### src/rtl/mem_sched.sv
// mem_sched: arbitrates instruction/data line requests onto one pipelined memory,
// allocates read tags and routes tagged responses. Define MEM_SCHED_PERF_EN for wait counters.
module mem_sched #(
  parameter int unsigned PA_WIDTH   = 32,
  parameter int unsigned LINE_WIDTH = 128,
  parameter int unsigned ID_WIDTH   = 2,
  parameter int unsigned STARVE_MAX = 4
) (
  input  logic                  clk,
  input  logic                  rst,
  input  logic                  i_instr_req,
  input  logic [PA_WIDTH-1:0]   i_instr_addr,
  output logic                  o_instr_gnt,
  output logic [ID_WIDTH-1:0]   o_instr_id,
  input  logic                  i_data_req,
  input  logic                  i_data_write,
  input  logic [PA_WIDTH-1:0]   i_data_addr,
  input  logic [LINE_WIDTH-1:0] i_data_wdata,
  output logic                  o_data_gnt,
  output logic [ID_WIDTH-1:0]   o_data_id,
  output logic                  o_mem_enable,
  output logic                  o_mem_write,
  output logic [PA_WIDTH-1:0]   o_mem_addr,
  output logic [LINE_WIDTH-1:0] o_mem_data,
  output logic [ID_WIDTH-1:0]   o_mem_id,
  input  logic                  i_mem_full,
  input  logic                  i_mem_resp_valid,
  input  logic [ID_WIDTH-1:0]   i_mem_resp_id,
  input  logic [LINE_WIDTH-1:0] i_mem_resp_data,
  output logic                  o_instr_resp_valid,
  output logic                  o_data_resp_valid,
  output logic [LINE_WIDTH-1:0] o_resp_data,
  output logic                  o_busy,
`ifdef MEM_SCHED_PERF_EN
  output logic [31:0]           o_perf_instr_wait,
  output logic [31:0]           o_perf_data_wait,
`endif
  output logic                  o_err
);

  localparam int unsigned NTAGS = 2 ** ID_WIDTH;
  localparam int unsigned SW    = (STARVE_MAX > 0) ? $clog2(STARVE_MAX + 1) : 1;

  logic [NTAGS-1:0]      valid_q, valid_d;
  logic [NTAGS-1:0]      owner_q, owner_d;   // 0 = instruction, 1 = data
  logic [SW-1:0]         starve_q, starve_d;
  logic                  mem_enable_q, mem_enable_d;
  logic                  mem_write_q, mem_write_d;
  logic [PA_WIDTH-1:0]   mem_addr_q, mem_addr_d;
  logic [LINE_WIDTH-1:0] mem_data_q, mem_data_d;
  logic [ID_WIDTH-1:0]   mem_id_q, mem_id_d;
  logic                  busy_q, busy_d;
  logic                  err_q, err_d;

  logic                  free_found;
  logic [ID_WIDTH-1:0]   free_id;
  logic                  instr_elig, data_elig, instr_prio;
  logic                  instr_gnt, data_gnt;
  logic                  resp_hit;

  // Lowest-index free tag; loop runs high to low so the last hit wins.
  always_comb begin
    free_found = 1'b0;
    free_id    = '0;
    for (int i = int'(NTAGS) - 1; i >= 0; i--) begin
      if (!valid_q[ID_WIDTH'(i)]) begin
        free_found = 1'b1;
        free_id    = ID_WIDTH'(i);
      end
    end
  end

  // Single grant per cycle: data by default, instruction once starved long enough.
  always_comb begin
    instr_elig = i_instr_req & ~i_mem_full & free_found;
    data_elig  = i_data_req & ~i_mem_full & (i_data_write | free_found);
    instr_prio = (STARVE_MAX != 0) && (starve_q == SW'(STARVE_MAX));
    instr_gnt  = instr_elig & (instr_prio | ~data_elig);
    data_gnt   = data_elig & ~instr_gnt;
  end

  assign resp_hit           = i_mem_resp_valid & valid_q[i_mem_resp_id];
  assign o_instr_resp_valid = resp_hit & ~owner_q[i_mem_resp_id];
  assign o_data_resp_valid  = resp_hit & owner_q[i_mem_resp_id];
  assign o_resp_data        = i_mem_resp_data;

  assign o_instr_gnt = instr_gnt;
  assign o_instr_id  = free_id;
  assign o_data_gnt  = data_gnt;
  assign o_data_id   = free_id;

  always_comb begin
    valid_d      = valid_q;
    owner_d      = owner_q;
    starve_d     = starve_q;
    mem_enable_d = 1'b0;
    mem_write_d  = mem_write_q;
    mem_addr_d   = mem_addr_q;
    mem_data_d   = mem_data_q;
    mem_id_d     = mem_id_q;
    err_d        = 1'b0;

    // Response frees its tag; allocation below only touches free tags, so no overlap.
    if (i_mem_resp_valid) begin
      if (valid_q[i_mem_resp_id]) valid_d[i_mem_resp_id] = 1'b0;
      else                        err_d = 1'b1;
    end

    if (instr_gnt) begin
      valid_d[free_id] = 1'b1;
      owner_d[free_id] = 1'b0;
      mem_enable_d     = 1'b1;
      mem_write_d      = 1'b0;
      mem_addr_d       = i_instr_addr;
      mem_id_d         = free_id;
    end else if (data_gnt) begin
      mem_enable_d = 1'b1;
      mem_write_d  = i_data_write;
      mem_addr_d   = i_data_addr;
      mem_data_d   = i_data_wdata;
      if (i_data_write) begin
        mem_id_d = '0;
      end else begin
        valid_d[free_id] = 1'b1;
        owner_d[free_id] = 1'b1;
        mem_id_d         = free_id;
      end
    end

    if (!i_instr_req || instr_gnt) starve_d = '0;
    else if (data_gnt && (starve_q != SW'(STARVE_MAX))) starve_d = starve_q + SW'(1);

    busy_d = |valid_d;
  end

  always_ff @(posedge clk) begin
    if (rst) begin
      valid_q      <= '0;
      owner_q      <= '0;
      starve_q     <= '0;
      mem_enable_q <= 1'b0;
      mem_write_q  <= 1'b0;
      mem_addr_q   <= '0;
      mem_data_q   <= '0;
      mem_id_q     <= '0;
      busy_q       <= 1'b0;
      err_q        <= 1'b0;
    end else begin
      valid_q      <= valid_d;
      owner_q      <= owner_d;
      starve_q     <= starve_d;
      mem_enable_q <= mem_enable_d;
      mem_write_q  <= mem_write_d;
      mem_addr_q   <= mem_addr_d;
      mem_data_q   <= mem_data_d;
      mem_id_q     <= mem_id_d;
      busy_q       <= busy_d;
      err_q        <= err_d;
    end
  end

  assign o_mem_enable = mem_enable_q;
  assign o_mem_write  = mem_write_q;
  assign o_mem_addr   = mem_addr_q;
  assign o_mem_data   = mem_data_q;
  assign o_mem_id     = mem_id_q;
  assign o_busy       = busy_q;
  assign o_err        = err_q;

`ifdef MEM_SCHED_PERF_EN
  logic [31:0] perf_instr_q, perf_instr_d;
  logic [31:0] perf_data_q, perf_data_d;

  // Cycles a request sat waiting; wraps naturally at 2**32.
  always_comb begin
    perf_instr_d = perf_instr_q;
    perf_data_d  = perf_data_q;
    if (i_instr_req && !instr_gnt) perf_instr_d = perf_instr_q + 32'd1;
    if (i_data_req && !data_gnt)   perf_data_d  = perf_data_q + 32'd1;
  end

  always_ff @(posedge clk) begin
    if (rst) begin
      perf_instr_q <= '0;
      perf_data_q  <= '0;
    end else begin
      perf_instr_q <= perf_instr_d;
      perf_data_q  <= perf_data_d;
    end
  end

  assign o_perf_instr_wait = perf_instr_q;
  assign o_perf_data_wait  = perf_data_q;
`endif

endmodule

### config.mk
export PLATFORM = sky130hd
export DESIGN_NAME = mem_sched
export DESIGN_NICKNAME = d
export VERILOG_FILES = /design/src/rtl/mem_sched.sv
export SDC_FILE = /design/constraint.sdc
export NUM_CORES = 1
export LEC_CHECK = 0
export ABC_AREA = 1
export CORE_AREA = 2 2 243 245
export DETAILED_ROUTE_END_ITERATION = 7
export DIE_AREA = 0 0 245 247
export PLACE_DENSITY = 0.44
export SLEW_MARGIN = 15
export SYNTH_ARGS = -nofsm -noshare
export SYNTH_HDL_FRONTEND = slang
export SYNTH_SLANG_ARGS = --single-unit
export TNS_END_PERCENT = 100
### constraint.sdc
create_clock -name clk -period 2.2 [get_ports clk]
set_clock_uncertainty 0.05 [all_clocks]
set_input_delay 0.44 -clock clk [delete_from_list [all_inputs] [get_ports clk]]
set_output_delay 0.44 -clock clk [all_outputs]
set_load 0.01 [all_outputs]
; ---- After elaboration in Yosys (flattened, before gate mapping)
; Cells that the tools add are included.
[totals]
ff_bits = 177
output_inout_bits = 302
elab_cells = 80
[classes]
addsub = 1
magnitude_cmp = 4
eq_ne = 3
n_mux = 28
bitwise = 22
n_reduce_logical = 12
[ops]
columns = op, count
row1 = 32-bit two-way mux, 2
row2 = 4-bit two-way mux, 8
row3 = 2-bit two-way mux, 5
row4 = 1-bit bitwise AND, 9
row5 = 1-bit two-way mux, 9
row6 = 4-bit bitwise AND, 2
row7 = 4-bit inverter, 2
row8 = 4-bit bitwise OR, 2
row9 = "2-bit by 3-bit < comparator with 1-bit output, second input constant", 2
row10 = 2-bit OR reduction, 3
row11 = 1-bit inverter, 5
row12 = 1-bit binary-select mux with 2-bit select, 2
row13 = 1-bit demux with 2-bit select, 2
row14 = "2-bit by 1-bit greater-or-equal comparator with 1-bit output, second input constant", 2
row15 = 2-bit AND reduction, 2
row16 = 4-bit OR reduction, 1
row17 = "3-bit by 1-bit adder with 3-bit output, second input constant", 1
row18 = "3-bit == test, second input constant", 1
row19 = 1-bit logical AND, 3
row20 = "3-bit != test, second input constant", 1
row21 = "2-bit by 1-bit != test with 1-bit output, second input constant", 1
row22 = 1-bit bitwise OR, 2
row23 = 2-bit nonzero test, 1
row24 = 1-bit logical NOT, 1
row25 = 1-bit logical OR, 1

; ---- Depth between registers and ports, before layout
[logic_depth]
depth_word = 13
depth_mapped = 11
ltp_nobuf = 10

; ---- Worst setup path after synthesis
; OpenSTA, ideal clock, no wires.
[synth_path]
path_type = reg2out
from = register starve_q[0]
to = output port o_instr_gnt
t_arrival_ns = 1.175
required_time_ns = 1.710
path_slack_ns = 0.535
stages_incl_launch_ff = 8
n_path_buf = 1
path_cell_list = dfxtp_1 inv_1 ha_1 nand2_2 nand3_2 nand2_2 clkbuf_1 inv_1
[synth_via]
elab_chain_len = 3
[synth_rtl]
columns = item, line
row1 = from (decl), 46  ; logic [SW-1:0] starve_q, starve_d;
row2 = from (signal assigned), 151  ; starve_q <= starve_d;
row3 = 3-bit == test, 77  ; instr_prio = (STARVE_MAX != 0) && (starve_q == SW'(STARVE_MAX));
row4 = 1-bit bitwise OR, 78  ; instr_gnt = instr_elig & (instr_prio | ~data_elig);
row5 = 1-bit bitwise AND, 78
row6 = to (decl), 13  ; output logic o_instr_gnt,
; No other way between the ends.

; ---- Worst setup path in the final report
[layout_path]
from = register valid_q[0]
to = output port o_data_resp_valid
[layout_via]
elab_chain_len = 4
[layout_rtl]
columns = item, line
row1 = from (decl), 44  ; logic [NTAGS-1:0] valid_q, valid_d;
row2 = from (signal assigned), 149  ; valid_q <= valid_d;
row3 = 1-bit binary-select mux with 2-bit select, 82  ; assign resp_hit = i_mem_resp_valid & valid_q[i_mem_resp_id];
row4 = 1-bit two-way mux (implied by the code), 82
row5 = 1-bit bitwise AND, 82
row6 = 1-bit bitwise AND, 84  ; assign o_data_resp_valid = resp_hit & owner_q[i_mem_resp_id];
row7 = to (decl), 31  ; output logic o_data_resp_valid,
; No other way between the ends. The select of a mux whose other input is x is not followed.

==> impl_metrics.ini <==
[status]
outcome = complete, no violations

[floorplan]
core_um2 = 58200
start_util_pct = 12.9
rows = 89
dieArea_um2 = 60500
io-pin-count = 631
die_h_um = 247
die_x_um = 245

[placement]
dp_slack_ps = -288
placed_cells = 1974
post-dp-hpwl_um = 20100
routabilityCongestion = 0.722
io_buffers = 371

[grt]
grt_pass1_wl_um = 39800
grt_overflow = 0
grt_max_degree = 77
grt_pass1_vias = 6700
grt_usage_pct = 8.90
antenna_found_initial = 2

[layout]
nets = 1553
area_growth_pct = 56.6
diodes = 0
final_cells = 2008
drive_gt1_share_pct = 6.23
post-route-util_pct = 20.2

[drt]
drtAntennaViolNets = 0
vias = 6954
via_per_inst = 3.46
drt_first_pass_iters = 4
wl_um = 27300
wl_per_cell_um = 13.6
drc = 0
drtIter0Drc = 207

[synthesis]
synth_cells = 990
synth-seq-cells = 174
synth_seq_area_share_pct = 46.3
avgSynthCellArea_um2 = 7.60
yosys_warnings = 0
ys_types = 26
syn_area_um2 = 7530

[clock_network]
numCtsBuffers = 17
numClockSinks = 174
cts_tree = done
cts_root_buf = clkbuf_16
clockBufferDepth = 2
clkSlewWorstSetupHoldPaths_ps = 70
h-tree-depth = 4
holdBufCountCts = 0
worstSkewPairLatency_ps = 470

[hold_path]
hp-class = input pin to register

[job]
maxCapViolations = 0

[power]
leakagePower_nw = 4.40
finalPower_mw = 8.14
p_per_area_nw_per_um2 = 691
peakVddDrop_mv = 0.578

[setup_path]
critPathCaptureType = output port
worstPathArrival_ps = 1590
startpoint_type = register
crit_fanout = 6
critPathRequiredTime_ps = 1710
critical_path_class = register to output port

[timing]
fin_crit_sh_pct = 94.5
fmax_mhz = 481
tightest_slew_ps = 583
final-setup-viol-count = 0
fin_ws_ps = 120
finalHoldViolCount = 0
final_max_slew_viol_count = 0
maxSlewHeadroom_pct = 61.1
finalCriticalPeriod_ps = 2080
whs_ps = 222
## report_power, final
group	total, mW	internal [mW]	switching (mW)
Clock	3.48	1.95	1.53
Sequential	3.40	3.31	0.0894
Combinational	1.27	0.733	0.533
## timing repair
| item | in CTS | in global routing |
|---|---|---|
| pin swaps | 1 | 0 |
| gates resized for setup | 14 | 3 |
| buffers inserted | 1 | 1 |
| endpoints found under the hold margin | 0 | 0 |
| setup endpoints to repair | 4 | 3 |
## worst max-delay path, cell delays in order, from the launching register on
cell	delay (ps)
dfxtp_1	450
nand2_1	120
nand4_1	160
nand2_1	70
nor2_1	90
clkdlybuf4s15_1	240
## state kept, by name, indices dropped and copies added (netlist names), named ones only
signal	cells
o_mem_data	128
o_mem_addr	32
valid_q	4
starve_q	3
o_busy	1
o_err	1
o_mem_enable	1
o_mem_id	1
o_mem_write	1
## final timing paths
| path | slack (ps) | startpoint | to | cells after the start |
|---|---|---|---|---|
| worst max-delay path | 120 | valid_q[0] | o_data_resp_valid | 5 |
| worst min register to register | 400 | o_mem_addr[28] | o_mem_addr[28] | 2 |
| worst max register to register | 320 | starve_q[0] | o_mem_addr[19] | 10 |
| worst min-delay path | 220 | rst | register | 2 |
## per-layer routing
layer | share of wire [%] | track usage, % | vias to the layer above | wire [um]
met5 | 0.25 | 0.654 | - | 69
met4 | 4.8 | 6.04 | 6 | 1320
met3 | 10 | 4.47 | 75 | 2800
met2 | 46 | 14.1 | 335 | 12500
met1 | 39 | 9.22 | 3090 | 10600
li1 | - | - | 3448 | -
## through the flow
stage | TNS [ps] | cell area, um2
after global placement | -6510 | 11100
final | 0 | 11800
after floorplan | 0 | 7530
after detailed placement | -9440 | 11100
after global routing | -28.2 | 11800
after CTS | 0 | 11800
## area by class of cell
| class | count | area (um2) |
|---|---|---|
| clock inverters | 15 | 225 |
| inverters | 54 | 205 |
| fillers | 6476 | 46500 |
| clock buffers | 17 | 425 |
| multi-input cells | 575 | 2490 |
| well taps | 773 | 967 |
| flip-flops and latches | 174 | 3480 |
| repair buffers | 400 | 3980 |
## cell families (layout without fill, tap and decap cells)
group | after synthesis | after routing | share of synthesized area, %
simple gates | 366 | 366 | 18.8
buf+inv | 243 | 486 | 20.9
compound gates | 204 | 204 | 13.7
flops | 174 | 174 | 46.3
fa+ha+maj | 2 | 2 | 0.332
other cells | 1 | 3 | 0.0498
## placed cells by master (no fill, tap or decap), types with 2 or more instances in the layout
master,instances
clkdlybuf4s50_1,364
nand2_1,344
dfxtp_1,173
a21oi_1,133
o21ai_0,56
inv_1,51
buf_4,25
clkbuf_16,17
o21ai_1,12
nand3_1,11
inv_8,5
buf_12,5
bufinv_16,4
conb_1,3
clkinvlp_4,3
nand2_2,2
inv_2,2
nor2_2,2
nor2_1,2
ha_1,2
inv_6,2
## cell usage after synthesis
cell | n | area share [%]
dfxtp_1 | 174 | 46
ha_1 | 2 | 0.33
buf_6 | 14 | 2.1
and3_1 | 1 | 0.083
inv_1 | 51 | 2.5
nand3_2 | 1 | 0.13
nor2_2 | 1 | 0.083
inv_2 | 3 | 0.15
nand3b_1 | 1 | 0.10
nor3_1 | 1 | 0.066
buf_4 | 146 | 15
buf_2 | 6 | 0.40
buf_1 | 1 | 0.050
a31o_2 | 1 | 0.12
a21oi_1 | 133 | 8.8
clkbuf_1 | 22 | 1.1
o21ai_1 | 12 | 0.80
o21ai_2 | 1 | 0.12
nand3_1 | 11 | 0.73
nand2_2 | 2 | 0.17
nand2_1 | 344 | 17
nand4_1 | 1 | 0.083
conb_1 | 1 | 0.050
nor2_1 | 3 | 0.15
o21ai_0 | 56 | 3.7
a22oi_1 | 1 | 0.10
Note: power is estimated with default switching activity, not from simulation.
